--- src/rtl/alu_share_ctrl_pkg.sv ---
// rtl/alu_share_ctrl_pkg.sv - shared ALU control constants and controller state encoding
package alu_share_ctrl_pkg;

   // Hack ALU control words, ordered {zx,nx,zy,ny,f,no}
   localparam logic [5:0] CTL_ZERO    = 6'b101010;
   localparam logic [5:0] CTL_ONE     = 6'b111111;
   localparam logic [5:0] CTL_NEG1    = 6'b111010;
   localparam logic [5:0] CTL_X       = 6'b001100;
   localparam logic [5:0] CTL_XPLUSY  = 6'b000010;
   localparam logic [5:0] CTL_XMINUSY = 6'b010011;
   localparam logic [5:0] CTL_XANDY   = 6'b000000;
   localparam logic [5:0] CTL_XORY    = 6'b010101;

   typedef enum logic {
      IDLE = 1'b0,
      HOLD = 1'b1
   } state_t;

endpackage

--- src/rtl/alu_share_ctrl_rr_arb2.sv ---
// rtl/alu_share_ctrl_rr_arb2.sv - two-way round-robin or fixed-priority grant
module rr_arb2 #(
   parameter int RR = 1
) (
   input  logic valid0,
   input  logic valid1,
   input  logic last_grant,
   input  logic enable,
   output logic grant0,
   output logic grant1
);

   logic pick1;

   // Requester 1 wins when alone, or on a tie when round-robin says it is its turn
   assign pick1  = valid1 & (~valid0 | ((RR != 0) & ~last_grant));
   assign grant1 = enable & pick1;
   assign grant0 = enable & valid0 & ~pick1;

endmodule

--- src/rtl/alu_share_ctrl.sv ---
// rtl/alu_share_ctrl.sv - shares one external Hack ALU between two requesters
// Optional statistics counters are enabled by defining ALU_SHARE_STATS_EN.
module alu_share_ctrl
   import alu_share_ctrl_pkg::*;
#(
   parameter int WIDTH = 16,
   parameter int CTL_W = 6,
   parameter int RR    = 1
) (
   input  logic             clock,
   input  logic             reset,
   input  logic             req0_valid,
   output logic             req0_ready,
   input  logic [WIDTH-1:0] req0_x,
   input  logic [WIDTH-1:0] req0_y,
   input  logic [CTL_W-1:0] req0_ctl,
   input  logic             req1_valid,
   output logic             req1_ready,
   input  logic [WIDTH-1:0] req1_x,
   input  logic [WIDTH-1:0] req1_y,
   input  logic [CTL_W-1:0] req1_ctl,
   output logic [WIDTH-1:0] alu_x,
   output logic [WIDTH-1:0] alu_y,
   output logic [CTL_W-1:0] alu_ctl,
   input  logic [WIDTH-1:0] alu_out,
   input  logic             alu_zr,
   input  logic             alu_ng,
   output logic             rsp_valid,
   input  logic             rsp_ready,
   output logic [WIDTH-1:0] rsp_out,
   output logic             rsp_zr,
   output logic             rsp_ng,
`ifdef ALU_SHARE_STATS_EN
   output logic [15:0]      grant_cnt0,
   output logic [15:0]      grant_cnt1,
   output logic [15:0]      stall_cnt,
`endif
   output logic             rsp_id
);

   state_t state;
   logic   last_grant;
   logic   can_issue;
   logic   grant0;
   logic   grant1;
   logic   hs;

   // A held response being taken frees the register for a same-cycle refill
   assign can_issue = (state == IDLE) | (rsp_valid & rsp_ready);

   rr_arb2 #(.RR(RR)) u_arb (
      .valid0     (req0_valid),
      .valid1     (req1_valid),
      .last_grant (last_grant),
      .enable     (can_issue),
      .grant0     (grant0),
      .grant1     (grant1)
   );

   assign req0_ready = grant0;
   assign req1_ready = grant1;
   assign hs         = grant0 | grant1;

   assign alu_x   = grant1 ? req1_x   : req0_x;
   assign alu_y   = grant1 ? req1_y   : req0_y;
   assign alu_ctl = grant1 ? req1_ctl : req0_ctl;

   always_ff @(posedge clock) begin
      if (reset) begin
         state      <= IDLE;
         rsp_valid  <= 1'b0;
         rsp_out    <= '0;
         rsp_zr     <= 1'b0;
         rsp_ng     <= 1'b0;
         rsp_id     <= 1'b0;
         last_grant <= 1'b1;
      end else if (hs) begin
         state      <= HOLD;
         rsp_valid  <= 1'b1;
         rsp_out    <= alu_out;
         rsp_zr     <= alu_zr;
         rsp_ng     <= alu_ng;
         rsp_id     <= grant1;
         last_grant <= grant1;
      end else if (state == HOLD && rsp_ready) begin
         state     <= IDLE;
         rsp_valid <= 1'b0;
      end
   end

`ifdef ALU_SHARE_STATS_EN
   always_ff @(posedge clock) begin
      if (reset) begin
         grant_cnt0 <= 16'd0;
         grant_cnt1 <= 16'd0;
         stall_cnt  <= 16'd0;
      end else begin
         if (grant0) grant_cnt0 <= grant_cnt0 + 16'd1;
         if (grant1) grant_cnt1 <= grant_cnt1 + 16'd1;
         if ((req0_valid | req1_valid) & ~hs) stall_cnt <= stall_cnt + 16'd1;
      end
   end
`endif

endmodule

--- config.mk ---
export PLATFORM = sky130hd
export DESIGN_NAME = alu_share_ctrl
export DESIGN_NICKNAME = d
export VERILOG_FILES = /design/src/rtl/alu_share_ctrl_pkg.sv /design/src/rtl/alu_share_ctrl_rr_arb2.sv /design/src/rtl/alu_share_ctrl.sv
export SDC_FILE = /design/constraint.sdc
export NUM_CORES = 1
export LEC_CHECK = 0
export ABC_AREA = 1
export ABC_CLOCK_PERIOD_IN_PS = 1130
export BUFFER_PORTS_ARGS = -buffer_cell sky130_fd_sc_hd__buf_2
export CAP_MARGIN = 30
export CORE_UTILIZATION = 30
export CTS_CLUSTER_DIAMETER = 80
export DETAILED_ROUTE_END_ITERATION = 6
export PLACE_DENSITY = 0.77
export REMOVE_ABC_BUFFERS = 1
export SETUP_SLACK_MARGIN = 0.1
export SLEW_MARGIN = 25
export SYNTH_ARGS = -nofsm -noshare
export SYNTH_HDL_FRONTEND = slang
export SYNTH_HIERARCHICAL = 1
export SYNTH_SLANG_ARGS = --single-unit
--- constraint.sdc ---
create_clock -name clock -period 1.13 [get_ports clock]
set_input_delay 0.113 -clock clock [delete_from_list [all_inputs] [get_ports clock]]
set_output_delay 0.113 -clock clock [all_outputs]
set_load 0.005 [all_outputs]
==> results of run 1 <==
==> what timing repair did <==
| action | in CTS | in global routing |
|---|---|---|
| buffers inserted | 4 | 4 |
| gates cloned | 4 | 5 |
| hold endpoints to repair | 0 | 0 |
| endpoints found under the setup margin | 61 | 61 |
| resized for setup | 18 | 20 |
| pin swaps | 1 | 10 |
==> power by group through the flow <==
| stage | combinational (mW) | clock (mW) | sequential [mW] |
|---|---|---|---|
| after floorplan | 0.379 | 0 | 0.879 |
| after global placement | 0.877 | 0 | 0.867 |
| after detailed placement | 0.889 | 0 | 0.870 |
| after CTS | 1.04 | 0.504 | 0.853 |
| after global routing | 1.27 | 0.535 | 0.862 |
| final | 1.15 | 0.494 | 0.854 |
==> cells in the final DEF (no fill, tap or decap) <==
| cell | count |
|---|---|
| buf_12 | 3 |
| a21oi_1 | 1 |
| nand3_1 | 1 |
| dfxtp_2 | 2 |
| clkbuf_16 | 5 |
| nor2_1 | 36 |
| buf_2 | 156 |
| nand2_2 | 17 |
| buf_6 | 9 |
| clkbuf_8 | 3 |
| clkinv_1 | 1 |
| inv_4 | 1 |
| inv_1 | 20 |
| buf_4 | 10 |
| inv_2 | 1 |
| buf_16 | 2 |
| a21oi_2 | 2 |
| nand2_1 | 139 |
| clkinv_2 | 1 |
| nor2_4 | 2 |
| dfxtp_1 | 19 |
==> flip-flops by register name, indices dropped and copies added, names as in the netlist <==
name / flops
last_grant: 1
rsp_id: 1
rsp_ng: 1
rsp_out: 16
rsp_zr: 1
state: 1
==> worst max-delay path, stage by stage, from the launching register on <==
cell and delay [ns]:
dfxtp_2 0.33, nand2_2 0.07, inv_2 0.05, nor2_4 0.18, buf_4 0.15, clkbuf_16 0.15
nand2_1 0.05, nand2_1 0.06, buf_2 0.11
==> metal layers <==
metal,track usage (%),vias up
met1,26.5,906
li1,-,1090
met3,4.22,10
met4,6.80,0
met2,39.3,102
met5,0,-
==> kinds of logic (layout without fill, tap and decap cells) <==
family | Yosys count | in the layout | share of synthesized area (%)
AO/OA/AOI/OAI | 3 | 3 | 1.38
buffers and inverters | 35 | 212 | 12.6
flip-flops | 21 | 21 | 31.0
AND/OR/NAND/NOR | 195 | 195 | 55.0
==> final timing paths <==
path                           start                       to  cells past startpoint  slack (ns)
min reg2reg      rsp_id$_SDFFE_PP0P_      rsp_id$_SDFFE_PP0P_                      2        0.46
min                            reset       state$_SDFFE_PP0P_                      2        0.04
max reg2reg  last_grant$_SDFFE_PP1P_  rsp_out[3]$_SDFFE_PP0P_                      9       -0.32
max               state$_SDFFE_PP0P_                 alu_y[5]                      8       -0.39
==> cell type report <==
| type | instances | area (µm²) | share of cell area [%] |
|---|---|---|---|
| Clock buffer | 3 | 41.3 | 1.57 |
| Clock inverter | 1 | 5.00 | 0.190 |
| Inverter | 23 | 88.8 | 3.37 |
| Multi-Input combinational cell | 198 | 813 | 30.9 |
| Sequential cell | 21 | 423 | 16.1 |
| Tap cell | 52 | 65.1 | 2.47 |
| Timing Repair Buffer | 185 | 1200 | 45.5 |
==> key figures, run 1 <==
GRT
  – Grt ovf: 0
  – Pin count of the biggest net entering global routing: 30
  – Initial antenna violation count: 0
  – First-pass GRT wire length: 8610 µm
  – Vias in the first global route: 1,899
  – GRT Overall Usage: 22.0%

Final layout
  – Layout cells sized above 1: 49.7%
  – Antenna Cells: 0
  – Final Util: 60.5%
  – Fillers: 408
  – Layout Cell Area excl Fill: 0.00263 mm²
  – Fin cells: 483
  – Area Growth Syn to Fin: 94.2%
  – Total Nets Final: 531

Synth
  – Gate Count Post-Synth: 254
  – Register area share after synthesis: 31.0%
  – Unique cell type count in the Yosys netlist: 15
  – Synth cell count leaders: nand2_1, nor2_1, inv_1
  – Number of enable flip-flop cells after synthesis: 0
  – Main flop type after synthesis: dfxtp_1
  – Avg Synthesized Cell Area: 5.34 µm²
  – Cell accounting for the most synthesized area: nand2_1
  – Synth Register Bits: 21
  – Most area-consuming cells after synthesis: nand2_1, dfxtp_1, nor2_1
  – Most common cell in the netlist: nand2_1
  – Yosys warnings: 6
  – Ys async rst share: 0%
  – Share of the synthesized area in the top cell type: 42.9%
  – Syn Std Cell Area: 0.00136 mm²

Routing
  – Vias per std cell: 4.36
  – DRC viols: 0
  – DR WL met3: 432 µm
  – Avg WL per Cell: 12.3 µm
  – Antenna Nets Post-Route: 0
  – DRT Wirelength: 5930 µm
  – Detailed Routing Iterations Pass 1: 4
  – Top Metal Used: met4
  – DR WL met2: 3000 µm
  – DRC marker count from the first detailed-route iteration: 97
  – Via Count: 2,108
  – Wl on met1: 2400 µm

STA
  – Endpoints failing setup: 61
  – Unrepaired setup endpoints after global routing: yes
  – Setup TNS: -19.48 ns
  – Hold Vio Cnt, Final: 0
  – Worst-Margin Slew: 0.223 ns
  – Fin worst setup slack: -0.394 ns
  – Slew headroom: 85.1%
  – FMAX: 0.656 GHz
  – Crit path time final: 1.52 ns
  – Final hold slack: 0.0443 ns
  – Fin. max-slew vios: 0
  – Final Cycle Share: 135%
  – Clock Skews: 0.00271 ns

Clock tree
  – H-tree depth: 1
  – Clock insertion delay at the later pin of the skew report: 0.26 ns
  – Clk pin slew, worst setup/hold paths: 0.08 ns
  – TritonCTS clock tree: yes
  – Clk sinks: 21
  – Clock Tree Root: clkbuf_8
  – Clk buf depth: 2
  – Cts hold-fix bufs: 0
  – CTS buffer count: 3

Power and ir drop
  – Sw Ratio: 32.8%
  – Design Power: 2.50 mW
  – Clock power share: 19.7%
  – Pwr Density: 950 mW/mm²
  – Leakage: 1.68 nW
  – Logic gate share of total power: 46.1%
  – Int Pwr: 1.68 mW
  – Seq pwr share: 34.1%
  – VDD IR max: 509 µV
  – Sw power: 0.821 mW

Place
  – Placed Cells incl. Taps: 462
  – Placed cell area: 0.00223 mm²
  – RD Place Congestion: 0.752
  – Setup Slack @ Placement: -0.147 ns
  – HPWL after DPL: 4090 µm
  – I/O Buffers: 158

Worst setup path
  – CP endpoint kind: primary output
  – Crit Path Category: flop to primary output
  – Arr. time, crit path: 1.41 ns
  – Worst Path Max Fanout: 14
  – Crit path launch type: flop
  – Crit path required time: 1.02 ns

Run status
  – Status: finished with violations
  – Failing checks: setup timing

Min path
  – Hold WC Path Type: primary input to flop

Floorplan
  – Std cell rows: 24
  – DIE AREA: 0.00479 mm²
  – Die Wd: 69.2 µm
  – I/O pin cnt: 159
  – Core area: 0.00435 mm²
  – Die Ht: 69.2 µm
  – Initial Util: 31.1%

Job
  – Max-cap violations: 0
(Power assumes the default switching activity.)
==> run 2, diff against run 1 <==
--- a/config.mk
+++ b/config.mk
@@ -12,6 +12,7 @@
 export CORE_UTILIZATION = 30
 export CTS_CLUSTER_DIAMETER = 80
 export DETAILED_ROUTE_END_ITERATION = 6
+export HOLD_SLACK_MARGIN = 0.05
 export PLACE_DENSITY = 0.77
 export REMOVE_ABC_BUFFERS = 1
 export SETUP_SLACK_MARGIN = 0.1
==> run 2 against run 1 <==
Against the previous run: the flow still finishes with violations (setup timing); cell count rose by 0.21%; register-to-register slack barely moved; core utilization rose by 0.23 points; design area rose by 0.38%; first-iteration DRC count rose by 9.3%; die area did not move; global-route usage did not move; sequential share of layout area fell by 0.061 points; routed wire length fell by 0.13%; via count fell by 0.24%; largest cell class unchanged.
==> key figures, run 2 (synthesized netlist as in run 1, its figures left out) <==
Place
  – HPWL after DPL: 4090 µm
  – Setup Slack @ Placement: -0.147 ns
  – I/O Buffers: 158
  – Placed Cells incl. Taps: 462
  – RD Place Congestion: 0.752

Worst setup path
  – Worst Path Max Fanout: 14
  – Crit path launch type: flop
  – Launch point of the worst reg-to-reg path: last_grant$_SDFFE_PP1P_
  – Arr. time, crit path: 1.41 ns
  – Crit path required time: 1.02 ns
  – CP endpoint kind: primary output
  – Crit Path Category: flop to primary output
  – FF-to-FF path depth: 9
  – RR Endpoint: rsp_out[3]$_SDFFE_PP0P_
  – Reg2reg setup slack: -0.32 ns

Final layout
  – Max reg flops: 16
  – Final Util: 60.7%
  – Antenna Cells: 0
  – Most common cell after layout, fill and taps aside: buf_2
  – Total Nets Final: 532
  – Commonest cells after routing, fill and taps aside: buf_2, nand2_1, nor2_1
  – Area of the multi-input gates: 813 µm²
  – Fillers: 405
  – Layout cells sized above 1: 49.5%
  – Register area: 423 µm²
  – Area Growth Syn to Fin: 94.9%
  – Fin cells: 484
  – Largest register by flop count: rsp_out

Power and ir drop
  – Sw Ratio: 32.8%
  – Leakage: 1.68 nW
  – Int Pwr: 1.68 mW
  – Sw power: 0.821 mW
  – Seq pwr share: 34.1%
  – Clock power share: 19.7%
  – VDD IR max: 509 µV
  – Pwr Density: 947 mW/mm²
  – Logic gate share of total power: 46.2%

STA
  – Setup TNS: -19.49 ns
  – Crit path time final: 1.52 ns
  – Final Cycle Share: 135%
  – Fin. max-slew vios: 0
  – Hold Vio Cnt, Final: 0
  – Unrepaired setup endpoints after global routing: yes
  – Endpoints failing setup: 61
  – Slew headroom: 85.2%
  – Clock Skews: 0.00274 ns
  – Fin worst setup slack: -0.394 ns
  – FMAX: 0.656 GHz
  – Final hold slack: 0.0737 ns
  – Worst-Margin Slew: 0.222 ns

Run status
  – Failing checks: setup timing
  – Status: finished with violations

Min path
  – Hold WC Path Type: primary input to flop
  – Worst Hold Depth: 3
  – Min-Delay Endpoint: rsp_out[15]$_SDFFE_PP0P_
  – Hold path start: alu_out[15]

Clock tree
  – H-tree depth: 1
  – Clk buf depth: 2
  – Clock Tree Root: clkbuf_8
  – Clock insertion delay at the later pin of the skew report: 0.26 ns
  – Clk pin slew, worst setup/hold paths: 0.08 ns
  – Clk sinks: 21
  – TritonCTS clock tree: yes
  – CTS buffer count: 3

Floorplan
  – Initial Util: 31.1%
  – Std cell rows: 24
  – Core area: 0.00435 mm²
  – I/O pin cnt: 159
  – Die Wd: 69.2 µm
  – Die Ht: 69.2 µm
  – DIE AREA: 0.00479 mm²

GRT
  – Vias in the first global route: 1,898
  – Initial antenna violation count: 0
  – GRT Overall Usage: 22.0%
  – Pin count of the biggest net entering global routing: 30
  – Grt ovf: 0
  – First-pass GRT wire length: 8600 µm

Routing
  – Antenna Nets Post-Route: 0
  – DRC viols: 0
  – Via Count: 2,103
  – DRC marker count from the first detailed-route iteration: 106
  – Vias per std cell: 4.35
  – Detailed Routing Iterations Pass 1: 4
  – Avg WL per Cell: 12.2 µm
  – DRT Wirelength: 5920 µm

Job
  – Max-cap violations: 0
[run 2: power groups by stage]
stage	Clock, mW	Sequential (mW)	Combinational [mW]
final	0.494	0.854	1.16
after global routing	0.535	0.862	1.28
after CTS	0.504	0.853	1.04
after detailed placement	0	0.870	0.889
after global placement	0	0.867	0.877
after floorplan	0	0.879	0.379
[run 2: per-layer routing]
layer | GRT usage, % | up-vias | wire length [µm]
li1 | - | 1093 | -
met1 | 26.5 | 900 | 2410
met2 | 39.3 | 100 | 2990
met3 | 4.22 | 10 | 416
met4 | 6.80 | 0 | 103
met5 | 0 | - | 0
[run 2: through the flow]
| step | instance area (µm²) | power [mW] |
|---|---|---|
| after floorplan | 1270 | 1.26 |
| after global placement | 2230 | 1.74 |
| after detailed placement | 2230 | 1.76 |
| after CTS | 2450 | 2.40 |
| after global routing | 2640 | 2.67 |
| final | 2640 | 2.50 |
[run 2: worst max path at each step]
| stage | startpoint | to |
|---|---|---|
| final | state$_SDFFE_PP0P_ | alu_y[5] |
| after detailed placement | state$_SDFFE_PP0P_ | alu_x[1] |
| after global routing | state$_SDFFE_PP0P_ | alu_y[5] |
| after CTS | last_grant$_SDFFE_PP1P_ | alu_x[1] |
| after floorplan | state$_SDFFE_PP0P_ | alu_ctl[0] |
| after global placement | state$_SDFFE_PP0P_ | alu_x[1] |
[run 2: layout make-up]
cell class                 count  share of cell area (%)
timing repair buffer         186                    45.7
multi-input combinational    198                    30.8
sequential                    21                    16.0
inverter                      23                    3.36
tap                           52                    2.46
clock buffer                   3                    1.56
clock inverter                 1                   0.189
[run 2: worst max-delay path, stage by stage, from the launching register on]
cell	delay, ns
dfxtp_2	0.33
nand2_2	0.07
inv_2	0.05
nor2_4	0.18
buf_4	0.15
clkbuf_16	0.15
nand2_1	0.05
nand2_1	0.06
buf_2	0.11
[run 2: timing repair]
action | in CTS | in global routing
buffers inserted | 4 | 4
endpoints found under the setup margin | 61 | 61
hold buffers | 1 | 0
gates resized for setup | 18 | 20
gates cloned | 4 | 5
endpoints found under the hold margin | 2 | 0
pin swaps | 1 | 10
==> run 3, diff against run 2 <==
--- a/config.mk
+++ b/config.mk
@@ -5,7 +5,6 @@
 export SDC_FILE = /design/constraint.sdc
 export NUM_CORES = 1
 export LEC_CHECK = 0
-export ABC_AREA = 1
 export ABC_CLOCK_PERIOD_IN_PS = 1130
 export BUFFER_PORTS_ARGS = -buffer_cell sky130_fd_sc_hd__buf_2
 export CAP_MARGIN = 30
@@ -13,7 +12,7 @@
 export CTS_CLUSTER_DIAMETER = 80
 export DETAILED_ROUTE_END_ITERATION = 6
 export HOLD_SLACK_MARGIN = 0.05
-export PLACE_DENSITY = 0.77
+export PLACE_DENSITY = 0.78
 export REMOVE_ABC_BUFFERS = 1
 export SETUP_SLACK_MARGIN = 0.1
 export SLEW_MARGIN = 25
==> run 3 against run 2 <==
Against the previous run: the flow still finishes with violations (setup timing); sequential share of layout area shrank 2.1 points; combinational power up 17%; design area grew 15%; cell count shrank 22%; clock-buffer cell count unchanged; area after synthesis decreased by 3.0%; clock skew increased by 0.0012 ns; clock power rose by 1%; first-iteration DRC count shrank 52%; flip-flop and latch count is the same; non-clock buffer count up 9; die area decreased by 2.9%; largest cell class unchanged.
==> key figures, run 3 <==
Run status
  – Status: finished with violations
  – Failing checks: setup timing

GRT
  – Pin count of the biggest net entering global routing: 22
  – First-pass GRT wire length: 7940 µm
  – Initial antenna violation count: 0
  – Vias in the first global route: 1,731
  – Grt ovf: 0
  – GRT Overall Usage: 23.1%

Floorplan
  – DIE AREA: 0.00466 mm²
  – Die Wd: 68.2 µm
  – Std cell rows: 23
  – Die Ht: 68.2 µm
  – Core area: 0.00412 mm²
  – I/O pin cnt: 159
  – Initial Util: 32.0%

Final layout
  – Area Growth Syn to Fin: 131%
  – Fin cells: 376
  – Largest register by flop count: rsp_out
  – Most common cell after layout, fill and taps aside: buf_2
  – Max reg flops: 16
  – Antenna Cells: 0
  – Commonest cells after routing, fill and taps aside: buf_2, buf_6, mux2_4
  – Total Nets Final: 426
  – Final Util: 74.0%
  – Layout cells sized above 1: 81.3%
  – Layout Cell Area excl Fill: 0.00304 mm²

STA
  – Hold Vio Cnt, Final: 0
  – Crit path time final: 1.78 ns
  – Endpoints failing setup: 61
  – Fin. max-slew vios: 0
  – Fin worst setup slack: -0.649 ns
  – Setup TNS: -34.30 ns
  – Unrepaired setup endpoints after global routing: yes
  – Final Cycle Share: 157%
  – Slew headroom: 65.1%
  – Clock Skews: 0.00399 ns
  – Worst-Margin Slew: 0.524 ns
  – FMAX: 0.562 GHz

Clock tree
  – TritonCTS clock tree: yes
  – Clock Tree Root: clkbuf_8
  – Clock insertion delay at the later pin of the skew report: 0.26 ns
  – CTS buffer count: 3
  – Clk buf depth: 2
  – Clk sinks: 21
  – Cts hold-fix bufs: 0
  – H-tree depth: 1
  – Clk pin slew, worst setup/hold paths: 0.08 ns

Place
  – Placed Cells incl. Taps: 346
  – Placed cell area: 0.00221 mm²
  – I/O Buffers: 158
  – RD Place Congestion: 0.791
  – HPWL after DPL: 3840 µm

Worst setup path
  – Crit path launch type: flop
  – Launch point of the worst reg-to-reg path: state$_SDFFE_PP0P_
  – CP endpoint kind: primary output
  – Arr. time, crit path: 1.67 ns
  – Crit Path Category: flop to primary output
  – RR Endpoint: rsp_out[5]$_SDFFE_PP0P_
  – FF-to-FF path depth: 10
  – Crit path required time: 1.02 ns
  – Reg2reg setup slack: -0.58 ns
  – Worst Path Max Fanout: 9

Synth
  – Most area-consuming cells after synthesis: mux2_2, dfxtp_1, or3b_1
  – Gate Count Post-Synth: 141
  – Yosys warnings: 6
  – Avg Synthesized Cell Area: 9.34 µm²
  – Syn Std Cell Area: 0.00132 mm²
  – Synth cell count leaders: mux2_2, a21oi_1, dfxtp_1
  – Share of the synthesized area in the top cell type: 32.5%
  – Main flop type after synthesis: dfxtp_1
  – Most common cell in the netlist: mux2_2
  – Synth Register Bits: 21
  – Number of enable flip-flop cells after synthesis: 0
  – Unique cell type count in the Yosys netlist: 14
  – Register area share after synthesis: 31.9%
  – Cell accounting for the most synthesized area: mux2_2
  – Ys async rst share: 0%

Routing
  – Avg WL per Cell: 17.6 µm
  – DRC viols: 0
  – DRC marker count from the first detailed-route iteration: 51
  – Vias per std cell: 4.94
  – Via Count: 1,858
  – DRT Wirelength: 6610 µm
  – Detailed Routing Iterations Pass 1: 4
  – Antenna Nets Post-Route: 0

Power and ir drop
  – Sw power: 0.788 mW
  – Seq pwr share: 31.0%
  – Clock power share: 18.6%
  – Leakage: 1.55 nW
  – Pwr Density: 885 mW/mm²
  – VDD IR max: 555 µV
  – Logic gate share of total power: 50.4%
  – Sw Ratio: 29.3%
  – Int Pwr: 1.91 mW

Min path
  – Min-Delay Endpoint: rsp_out[4]$_SDFFE_PP0P_
  – Worst Hold Depth: 3
  – Hold WC Path Type: primary input to flop
  – Hold path start: alu_out[4]

Job
  – Max-cap violations: 0
==> run 3: power groups by stage <==
stage	Sequential (mW)	Combinational, mW	Clock (mW)
after CTS	0.831	1.10	0.505
after global placement	0.841	0.782	0
after floorplan	0.848	0.345	0
final	0.834	1.36	0.501
after detailed placement	0.845	0.794	0
after global routing	0.842	1.44	0.542
==> run 3: cells by family (layout without fill, tap and decap cells) <==
| kind of cell | after synthesis | count (layout) | share of synthesized area (%) |
|---|---|---|---|
| AOI/OAI and AO/OA | 41 | 41 | 15.6 |
| muxes | 38 | 38 | 32.5 |
| and+or+nand+nor | 24 | 24 | 14.1 |
| DFF | 21 | 21 | 31.9 |
| buffers and inverters | 17 | 202 | 5.89 |
==> run 3: cell type report <==
cell class	count	area, µm²
sequential	21	423
timing repair buffer	195	1450
tap	50	62.6
fill	291	1070
clock buffer	3	41.3
inverter	3	11.3
clock inverter	1	5.00
multi-input combinational	103	1050
==> run 3: critical path: stages (launching register included) <==
cell      delay, ns
dfxtp_2        0.34
nand2b_4       0.08
nand2_4        0.06
a21oi_4        0.14
buf_12         0.17
buf_12         0.14
mux2_2         0.34
buf_2          0.13
==> run 3: layer usage <==
layer | global-route usage [%] | vias up | wire (µm)
li1 | - | 878 | -
met1 | 24.2 | 885 | 2390
met2 | 45.6 | 85 | 3720
met3 | 4.50 | 10 | 398
met4 | 6.51 | 0 | 101
met5 | 0 | - | 0
==> run 3: how the worst max path moves through the flow <==
stage	start	to	slack (ns)	cells after the start
after floorplan	state$_SDFFE_PP0P_	alu_ctl[0]	-2.93	4
after global placement	state$_SDFFE_PP0P_	alu_x[7]	-0.36	6
after detailed placement	state$_SDFFE_PP0P_	alu_x[7]	-0.40	6
after CTS	state$_SDFFE_PP0P_	alu_x[2]	-0.62	7
after global routing	state$_SDFFE_PP0P_	alu_y[13]	-0.69	7
final	state$_SDFFE_PP0P_	alu_y[13]	-0.65	7
==> run 3: per-stage QoR <==
stage | total power [mW] | setup slack (ns) | hold WS (ns)
after global routing | 2.82 | -0.690 | 0.0983
final | 2.69 | -0.649 | 0.102
after CTS | 2.44 | -0.623 | 0.0952
after floorplan | 1.19 | -2.93 | 0.182
after global placement | 1.62 | -0.361 | 0.379
after detailed placement | 1.64 | -0.398 | 0.383
==> run 3: timing repair <==
action / CTS / global route
pin swaps: 7 / 5
endpoints found under the setup margin: 61 / 61
gates cloned: 4 / 3
gates resized for setup: 60 / 59
setup buffers: 18 / 2
